<file path="config.mk">
export PLATFORM = sky130hd
export DESIGN_NAME = vx_gbar_collector
export DESIGN_NICKNAME = d
export VERILOG_FILES = /design/src/rtl/vx_gbar_collector.sv
export SDC_FILE = /design/constraint.sdc
export NUM_CORES = 1
export LEC_CHECK = 0
export BUFFER_PORTS_ARGS = -buffer_cell sky130_fd_sc_hd__buf_4
export CORE_ASPECT_RATIO = 1.75
export CORE_MARGIN = 4
export CORE_UTILIZATION = 40
export CTS_CLUSTER_SIZE = 20
export DETAILED_ROUTE_END_ITERATION = 8
export PLACE_DENSITY = 0.61
export SLEW_MARGIN = 10
export SYNTH_ARGS = -nofsm -noshare
export SYNTH_HDL_FRONTEND = slang
export SYNTH_SLANG_ARGS = --single-unit
</file>
<file path="constraint.sdc">
create_clock -name clk -period 26 [get_ports clk]
set_input_delay 7.8 -clock clk [delete_from_list [all_inputs] [get_ports clk]]
set_output_delay 7.8 -clock clk [all_outputs]
set_load 0.02 [all_outputs]
</file>
<file path="src/rtl/vx_gbar_collector.sv">
// vx_gbar_collector: cluster-level global-barrier responder.
// Collects per-core barrier arrivals through a round-robin arbiter (one accept per
// cycle). When the last expected core of a barrier id arrives, a single-cycle
// release carrying that id is broadcast to all cores.
// Handshake: a request transfers when req_valid[g] & req_ready[g]. req_ready is
// one-hot or zero and depends combinationally on req_valid. The response has no
// ready, so cores must sample rsp_id in the cycle rsp_valid is high.
// Barrier ids must be below NUM_BARRIERS.
// Optional feature macro: GBAR_PERF_EN adds release and wait-cycle counters.
// dbg_dup_arrival / dbg_size_mismatch pulse in the accepting cycle of a duplicate
// arrival or of a completion with a disagreeing barrier size.

module vx_gbar_collector #(
   parameter int NUM_CORES     = 4,
   parameter int NUM_BARRIERS  = 8,
   parameter int PERF_CTR_BITS = 44,
   localparam int NB_W  = (NUM_BARRIERS > 1) ? $clog2(NUM_BARRIERS) : 1,
   localparam int NC_W  = (NUM_CORES > 1) ? $clog2(NUM_CORES) : 1,
   localparam int CNT_W = $clog2(NUM_CORES + 1)
) (
   input  logic                         clk,
   input  logic                         reset,
   input  logic [NUM_CORES-1:0]         req_valid,
   output logic [NUM_CORES-1:0]         req_ready,
   input  logic [NUM_CORES*NB_W-1:0]    req_id,
   input  logic [NUM_CORES*NC_W-1:0]    req_size_m1,
   output logic                         rsp_valid,
   output logic [NB_W-1:0]              rsp_id,
   output logic                         busy,
   output logic                         dbg_dup_arrival,
   output logic                         dbg_size_mismatch
`ifdef GBAR_PERF_EN
   ,
   output logic [PERF_CTR_BITS-1:0]     perf_releases,
   output logic [PERF_CTR_BITS-1:0]     perf_wait_cycles
`endif
);

   // Per-barrier arrival bookkeeping, packed so whole-table clears are one assignment.
   logic [NUM_BARRIERS-1:0][NUM_CORES-1:0] arrive_mask_q, arrive_mask_d;
   logic [NUM_BARRIERS-1:0][CNT_W-1:0]     arrive_cnt_q, arrive_cnt_d;
   logic [NC_W-1:0]                        rr_ptr_q, rr_ptr_d;
   logic                                   rsp_valid_q, rsp_valid_d;
   logic [NB_W-1:0]                        rsp_id_q, rsp_id_d;

   logic                                   fire;
   logic [NC_W-1:0]                        gnt_idx;
   logic [NB_W-1:0]                        sel_id;
   logic [NC_W-1:0]                        sel_size;
   logic [CNT_W-1:0]                       new_cnt;
   logic [CNT_W-1:0]                       need_cnt;
   logic                                   any_pending;
   int                                     arb_idx;

   // Round-robin search starting at rr_ptr; the first requesting core wins.
   always_comb begin
      fire     = 1'b0;
      gnt_idx  = '0;
      sel_id   = '0;
      sel_size = '0;
      arb_idx  = 0;
      for (int i = 0; i < NUM_CORES; i++) begin
         arb_idx = int'(rr_ptr_q) + i;
         if (arb_idx >= NUM_CORES) begin
            arb_idx = arb_idx - NUM_CORES;
         end
         if (!fire && req_valid[arb_idx]) begin
            fire     = 1'b1;
            gnt_idx  = NC_W'(arb_idx);
            sel_id   = req_id[arb_idx*NB_W +: NB_W];
            sel_size = req_size_m1[arb_idx*NC_W +: NC_W];
         end
      end
      req_ready = fire ? (NUM_CORES'(1) << gnt_idx) : '0;
      if (!fire) begin
         rr_ptr_d = rr_ptr_q;
      end else if (gnt_idx == NC_W'(NUM_CORES - 1)) begin
         rr_ptr_d = '0;
      end else begin
         rr_ptr_d = gnt_idx + 1'b1;
      end
   end

   // Apply the accepted arrival: duplicate, completion (release) or plain arrival.
   always_comb begin
      arrive_mask_d     = arrive_mask_q;
      arrive_cnt_d      = arrive_cnt_q;
      rsp_valid_d       = 1'b0;
      rsp_id_d          = rsp_id_q;
      dbg_dup_arrival   = 1'b0;
      dbg_size_mismatch = 1'b0;
      new_cnt           = arrive_cnt_q[sel_id] + CNT_W'(1);
      need_cnt          = CNT_W'(sel_size) + CNT_W'(1);
      if (fire) begin
         if (arrive_mask_q[sel_id][gnt_idx]) begin
            // Same core arrived twice in one generation: accepted, otherwise ignored.
            dbg_dup_arrival = 1'b1;
         end else if (new_cnt >= need_cnt) begin
            // Overshoot means cores disagree on the size; release anyway so nobody hangs.
            arrive_mask_d[sel_id] = '0;
            arrive_cnt_d[sel_id]  = '0;
            rsp_valid_d           = 1'b1;
            rsp_id_d              = sel_id;
            dbg_size_mismatch     = (new_cnt > need_cnt);
         end else begin
            arrive_mask_d[sel_id][gnt_idx] = 1'b1;
            arrive_cnt_d[sel_id]           = new_cnt;
         end
      end
   end

   // Activity indication: pending arrivals anywhere or a release on the wire.
   always_comb begin
      any_pending = |arrive_cnt_q;
      busy        = any_pending | rsp_valid_q;
      rsp_valid   = rsp_valid_q;
      rsp_id      = rsp_id_q;
   end

   // State registers; reset discards every pending arrival.
   always_ff @(posedge clk or negedge reset) begin
      if (!reset) begin
         arrive_mask_q <= '0;
         arrive_cnt_q  <= '0;
         rr_ptr_q      <= '0;
         rsp_valid_q   <= 1'b0;
         rsp_id_q      <= '0;
      end else begin
         arrive_mask_q <= arrive_mask_d;
         arrive_cnt_q  <= arrive_cnt_d;
         rr_ptr_q      <= rr_ptr_d;
         rsp_valid_q   <= rsp_valid_d;
         rsp_id_q      <= rsp_id_d;
      end
   end

`ifdef GBAR_PERF_EN
   logic [PERF_CTR_BITS-1:0] perf_releases_q, perf_releases_d;
   logic [PERF_CTR_BITS-1:0] perf_wait_q, perf_wait_d;

   // Free-running event counters; wrap naturally at full scale.
   always_comb begin
      perf_releases_d  = perf_releases_q + (rsp_valid_q ? PERF_CTR_BITS'(1) : '0);
      perf_wait_d      = perf_wait_q + (any_pending ? PERF_CTR_BITS'(1) : '0);
      perf_releases    = perf_releases_q;
      perf_wait_cycles = perf_wait_q;
   end

   // Counter registers.
   always_ff @(posedge clk or negedge reset) begin
      if (!reset) begin
         perf_releases_q <= '0;
         perf_wait_q     <= '0;
      end else begin
         perf_releases_q <= perf_releases_d;
         perf_wait_q     <= perf_wait_d;
      end
   end
`endif

endmodule

</file>
Word level (Yosys, flattened, before mapping)
Index checks and enable logic that the tools add are counted.
{"block": "word_totals", "ff_bits": 62, "inputBits": 26, "output_inout_bits": 11}
{"block": "classes", "addsub": 10, "multipliers": 4, "order_cmp": 14, "n_eq_ne": 1, "shift": 9, "mux": 59, "bitwise": 7, "reduce_logical": 11}
{"cell": "$mux W32", "count": 5}
{"cell": "$lt A32 B4 Y1 const B", "count": 4}
{"cell": "$mul A32 B3 Y32 const B", "count": 4}
{"cell": "$shiftx A12 B32 Y3", "count": 4}
{"cell": "$shiftx A8 B32 Y2", "count": 4}
{"cell": "$and A32 B32 Y32", "count": 1}
{"cell": "$not A32 Y32", "count": 1}
{"cell": "$or A32 B32 Y32", "count": 1}
{"cell": "$and A24 B24 Y24", "count": 1}
{"cell": "$bwmux W24", "count": 1}
{"cell": "$demux W4 S3", "count": 2}
{"cell": "$mux W24", "count": 1}
{"cell": "$not A24 Y24", "count": 1}
{"cell": "$reduce_or A24 Y1", "count": 1}
{"cell": "$mux W1", "count": 22}
{"cell": "$mux W2", "count": 9}
{"cell": "$mux W3", "count": 6}
{"cell": "$mux W4", "count": 4}
{"cell": "$bmux W4 S3", "count": 1}
{"cell": "$sub A3 B3 Y4 const B", "count": 3}
{"cell": "$bmux W1 S2", "count": 5}
{"cell": "$bmux W3 S3", "count": 1}
{"cell": "$demux W3 S3", "count": 1}
{"cell": "$ge A3 B3 Y1 const B", "count": 3}
{"cell": "other kinds (21)", "count": 29}

Longest topological paths before layout
{"block": "logic_depth", "word_depth": 23, "mapped_depth": 29, "mapped_depth_nobuf": 21}

Worst setup path after synthesis
No wires, ideal clock.
{"block": "synth_timing", "path_kind": "in2out", "startpoint": "input port req_valid[0]", "endpoint": "output port dbg_size_mismatch", "arrival_time_ps": 12061, "required_ps": 18200, "setup_slack_ps": 6139, "stages": 14, "path_cell_list": "clkbuf_1 > mux4_2 > or3b_1 > or4_1 > and3_1 > buf_2 > nor3_1 > nand2b_1 > o311a_1 > ha_1 > ha_1 > a21o_1 > a21oi_1 > nor4bb_1"}
{"block": "synth_via", "elab_chain_cells": 20, "word_cells_on_any_way": 47}
{"element": "from (decl)", "line": "23", "text": "input logic [NUM_CORES-1:0] req_valid,"}
{"element": "$bmux W1 S2", "line": "67", "text": "if (!fire && req_valid[arb_idx]) begin"}
{"element": "$mux W1 (implied by the code) (2 in a row)", "line": "67"}
{"element": "$mux W1", "line": "67"}
{"element": "$logic_not A1 Y1", "line": "67"}
{"element": "$logic_and A1 B1 Y1", "line": "67"}
{"element": "$mux W1", "line": "67"}
{"element": "$logic_not A1 Y1", "line": "67"}
{"element": "$logic_and A1 B1 Y1", "line": "67"}
{"element": "[3 not listed]"}
{"element": "$mux W3", "line": "67"}
{"element": "$bmux W3 S3", "line": "92", "text": "new_cnt = arrive_cnt_q[sel_id] + CNT_W'(1);"}
{"element": "$mux W3 (implied by the code)", "line": "92"}
{"element": "$add A3 B1 Y3", "line": "92"}
{"element": "$gt A3 B3 Y1 or $ge A3 B3 Y1 (tied branches)", "line": "104, 98"}
{"element": "$mux W1", "line": "98", "text": "end else if (new_cnt >= need_cnt) begin"}
{"element": "$mux W1", "line": "95", "text": "if (arrive_mask_q[sel_id][gnt_idx]) begin"}
{"element": "$mux W1 (*)", "line": "94", "text": "if (fire) begin"}
{"element": "to (decl)", "line": "31", "text": "output logic dbg_size_mismatch"}
Mark *: on every way between the ends. The rest lies on a longest branch, timed or not. The select of a mux whose other input is x is not followed.

Worst setup path in the final report
{"block": "layout_timing", "startpoint": "input port req_valid[3]", "endpoint": "output port dbg_size_mismatch"}
The elaborated chain is that of the path after synthesis.

==> summary.txt <==
FINISH
----------------------------------------------------------------------------------
Share of layout cells above drive strength 1                                 0.220
Signed area change from the synthesized netlist to the final layout          12.1%
Nets                                                                           617
Antenna diode count                                                              0

FLOORPLANNING
----------------------------------------------------------------------------------
Die area                                                                0.0151 mm2
Die Y                                                                       160 um
Initial cell density of the core                                             0.408
Number of standard-cell rows in the floorplan                                   55
I/O pins                                                                        37
Core Footprint                                                          0.0129 mm2
Die Wd                                                                     94.6 um

SETUP PATH
----------------------------------------------------------------------------------
Data required, critical path                                              18200 ps
Data arrival time of the worst path                                       12420 ps
Setup slack of the worst register-to-register path                        18970 ps
Startpoint of the worst register-to-register path                     rr_ptr_q[1]$_DFFE_PN0N_
Critical path start-end classification                                input port to primary output
Worst r2r path cells                                                            18
Critical path capture point                                           dbg_size_mismatch
Launching element type of the critical path                             input port
Critical Path Source                                                  req_valid[3]
RR Endpoint                                                           arrive_cnt_q[15]$_DFFE_PN0P_
Sort of element at the end of the critical path                       primary output
Highest fanout seen on the critical path                                        13

CTS
----------------------------------------------------------------------------------
Num Clock Sinks                                                                 62
Clock Root Buffer                                                     sky130_fd_sc_hd__clkbuf_16
Clock latency reported for the late side of the worst-skew pair             330 ps
Max H-tree Level                                                                 3
CTS tree                                                                       yes
Maximum count of clock buffers along a single path                               2
Clock transition at the registers of the reported paths                      50 ps
Clock buffers created by TritonCTS                                               9
Setup fix buffers added after clock tree synthesis                               0
# hold bufs at CTS                                                               0
Cts repair resizes                                                               0

SYNTHESIS
----------------------------------------------------------------------------------
Average instance area after synthesis                                     9.25 um2
Leading post-synthesis cells by cell area                             sky130_fd_sc_hd__dfrtp_1 30%, sky130_fd_sc_hd__mux2_2 9.0%, sky130_fd_sc_hd__mux4_2 6.0%
Yosys synthesis warning count                                                    0
Synth async-reset ratio                                                       1.00
Share of the synthesized area in the top cell type                           0.296
Synthesized cell area                                                  0.00525 mm2
Number of nets produced by synthesis                                           611
Gate count of the mapped netlist                                               567
Number of register bits inferred by synthesis                                   62
Area leader, netlist                                                  sky130_fd_sc_hd__dfrtp_1
Fraction of the yosys area taken by sequential cells                         0.296
Netlist cell types                                                              74
Count of flip-flops with a built-in enable after synthesis                       0
Main synth FF type                                                    sky130_fd_sc_hd__dfrtp_1

TIMING
----------------------------------------------------------------------------------
Final hold violations                                                            0
Maximum operating frequency                                               49.5 MHz
Headroom to the max-slew limit                                               0.311
Sum of negative setup slack                                                   0 ps
Clock period minus final worst setup slack                                20220 ps
Setup repair after global routing missed its margin                          false
Max-slew violation count                                                         0
Slew at the pin closest to its max-slew limit                              1030 ps
Setup violations, final                                                          0
Clk_skew                                                                   5.74 ps
Post-route clock period utilization                                          0.778

PLACED DESIGN
----------------------------------------------------------------------------------
Count of port buffers added during placement                                    36
Sum of net half-perimeters after detailed placement                       11900 um
Routability congestion estimate from global placement                        0.961

DETAILED ROUTING
----------------------------------------------------------------------------------
Drt total wl                                                              16200 um
Router iterations before antenna repair                                          5
Via Count                                                                     4748
Drc violations                                                                   0
DRT antenna net count                                                            0
Number of vias per cell                                                       6.35
Number of DRC markers after the initial detailed-route iteration               304
Routed wirelength normalized by instance count                             21.7 um

GLOBAL ROUTING
----------------------------------------------------------------------------------
Antenna violations before repair                                                 0
Wire length of the first global-routing pass                              25800 um
Total gr overflow                                                                0
All-Layer GR Usage                                                           0.218
Vias in the first global route                                                4841
Maximum number of pins on one net before global-route repair                    68

RUN
----------------------------------------------------------------------------------
Max capacitance violation total                                                  0

RUN STATUS
----------------------------------------------------------------------------------
Result of the run                                                     complete, no violations

HOLD PATH
----------------------------------------------------------------------------------
HP Class                                                              flop to flop

-- worst min-delay path by stage --
stage	end	depth (start not counted)	startpoint	slack, ps
finish	rsp_id[2]$_DFFE_PN0P_	1	rsp_id[2]$_DFFE_PN0P_	500
global route	rsp_id[2]$_DFFE_PN0P_	1	rsp_id[2]$_DFFE_PN0P_	540
CTS	rsp_id[2]$_DFFE_PN0P_	1	rsp_id[2]$_DFFE_PN0P_	510
detailed placement	rsp_id[2]$_DFFE_PN0P_	1	rsp_id[2]$_DFFE_PN0P_	490
global placement	rsp_id[1]$_DFFE_PN0P_	1	rsp_id[1]$_DFFE_PN0P_	500
floorplan	arrive_mask_q[21]$_DFFE_PN0P_	2	arrive_mask_q[21]$_DFFE_PN0P_	480
-- routing by layer --
layer	global-route usage	wire length (um)	vias to the layer above
li1	-	-	2215
met1	0.247	5980	2272
met2	0.386	8670	214
met3	0.0284	804	47
met4	0.120	776	0
met5	0	0	-
-- state kept, by name (all words and copies together), names as in the netlist --
| name | flops |
|---|---|
| arrive_mask_q | 32 |
| arrive_cnt_q | 24 |
| rsp_id | 3 |
| rr_ptr_q | 2 |
| rsp_valid | 1 |
-- cell usage in the layout, fill, tap and decap left out, types with 5 or more instances in the layout --
cell,count
sky130_fd_sc_hd__buf_4,44
sky130_fd_sc_hd__o22ai_1,5
sky130_fd_sc_hd__a221oi_1,5
sky130_fd_sc_hd__a211oi_1,7
sky130_fd_sc_hd__nor2_1,22
sky130_fd_sc_hd__nor3_1,7
sky130_fd_sc_hd__a31oi_1,38
sky130_fd_sc_hd__clkbuf_16,9
sky130_fd_sc_hd__a21oi_1,49
sky130_fd_sc_hd__inv_1,17
sky130_fd_sc_hd__mux2i_1,30
sky130_fd_sc_hd__a2111oi_0,6
sky130_fd_sc_hd__nand2b_1,8
sky130_fd_sc_hd__mux4_2,14
sky130_fd_sc_hd__a21o_1,7
sky130_fd_sc_hd__ha_1,18
sky130_fd_sc_hd__mux2_2,42
sky130_fd_sc_hd__nand2_1,32
sky130_fd_sc_hd__o21ai_0,17
sky130_fd_sc_hd__nor4_1,6
sky130_fd_sc_hd__dfrtp_1,61
sky130_fd_sc_hd__nand4_1,5
sky130_fd_sc_hd__and2_1,5
sky130_fd_sc_hd__nand3_1,13
sky130_fd_sc_hd__and3_1,7
sky130_fd_sc_hd__nor2b_1,17
sky130_fd_sc_hd__or3_1,5
-- stage by stage --
step                 util  cells  area [um2]  hold WS [ps]  setup slack [ps]
finish              0.457    748        5880           502              5780
global route        0.457    748        5880           543              5470
CTS                 0.457    748        5880           507              5780
detailed placement  0.435    733        5590           492              5810
global placement    0.435    733        5590           496              5890
floorplan               -    567        5250           483              6140
-- cells by family after synthesis --
| family | Yosys count | share of synthesized area |
|---|---|---|
| flops | 62 | 0.296 |
| xor+xnor | 3 | 0.00501 |
| mux | 87 | 0.210 |
| compound gates | 181 | 0.236 |
| other cells | 1 | 0.000715 |
| fa+ha+maj | 18 | 0.0429 |
| buf+inv | 66 | 0.0527 |
| simple gates | 149 | 0.157 |
-- cells in the mapped netlist, drive strengths merged, types with 13 or more instances --
cell     n
nand2   32
dfrtp   62
nor2    22
nand3   13
mux2i   30
mux4    14
mux2    43
a21oi   49
a31oi   38
o21ai   19
nor2b   17
clkbuf  27
ha      18
buf     22
inv     17
-- worst max-delay path: stages --
cell and delay (ps):
sky130_fd_sc_hd__buf_4 140, sky130_fd_sc_hd__mux4_2 630, sky130_fd_sc_hd__or3b_1 500, sky130_fd_sc_hd__or4_1 570, sky130_fd_sc_hd__and3_1 280, sky130_fd_sc_hd__nor3_1 860, sky130_fd_sc_hd__nand2b_1 120, sky130_fd_sc_hd__o311a_1 170
sky130_fd_sc_hd__ha_1 300, sky130_fd_sc_hd__ha_1 320, sky130_fd_sc_hd__a21o_1 120, sky130_fd_sc_hd__a21oi_1 60, sky130_fd_sc_hd__nor4bb_1 330, sky130_fd_sc_hd__buf_4 210
-- cell type report --
cell class / count / area [um2]
Inverter: 17 / 63.8
Clock buffer: 11 / 243
Tap cell: 171 / 214
Sequential cell: 62 / 1550
Multi-Input combinational cell: 439 / 3430
Fill cell: 1229 / 6990
Clock inverter: 4 / 47.5
Timing Repair Buffer: 44 / 330
Power is not shown: default switching activity piles up to over one toggle a cycle in this logic, so the estimate is an artifact.
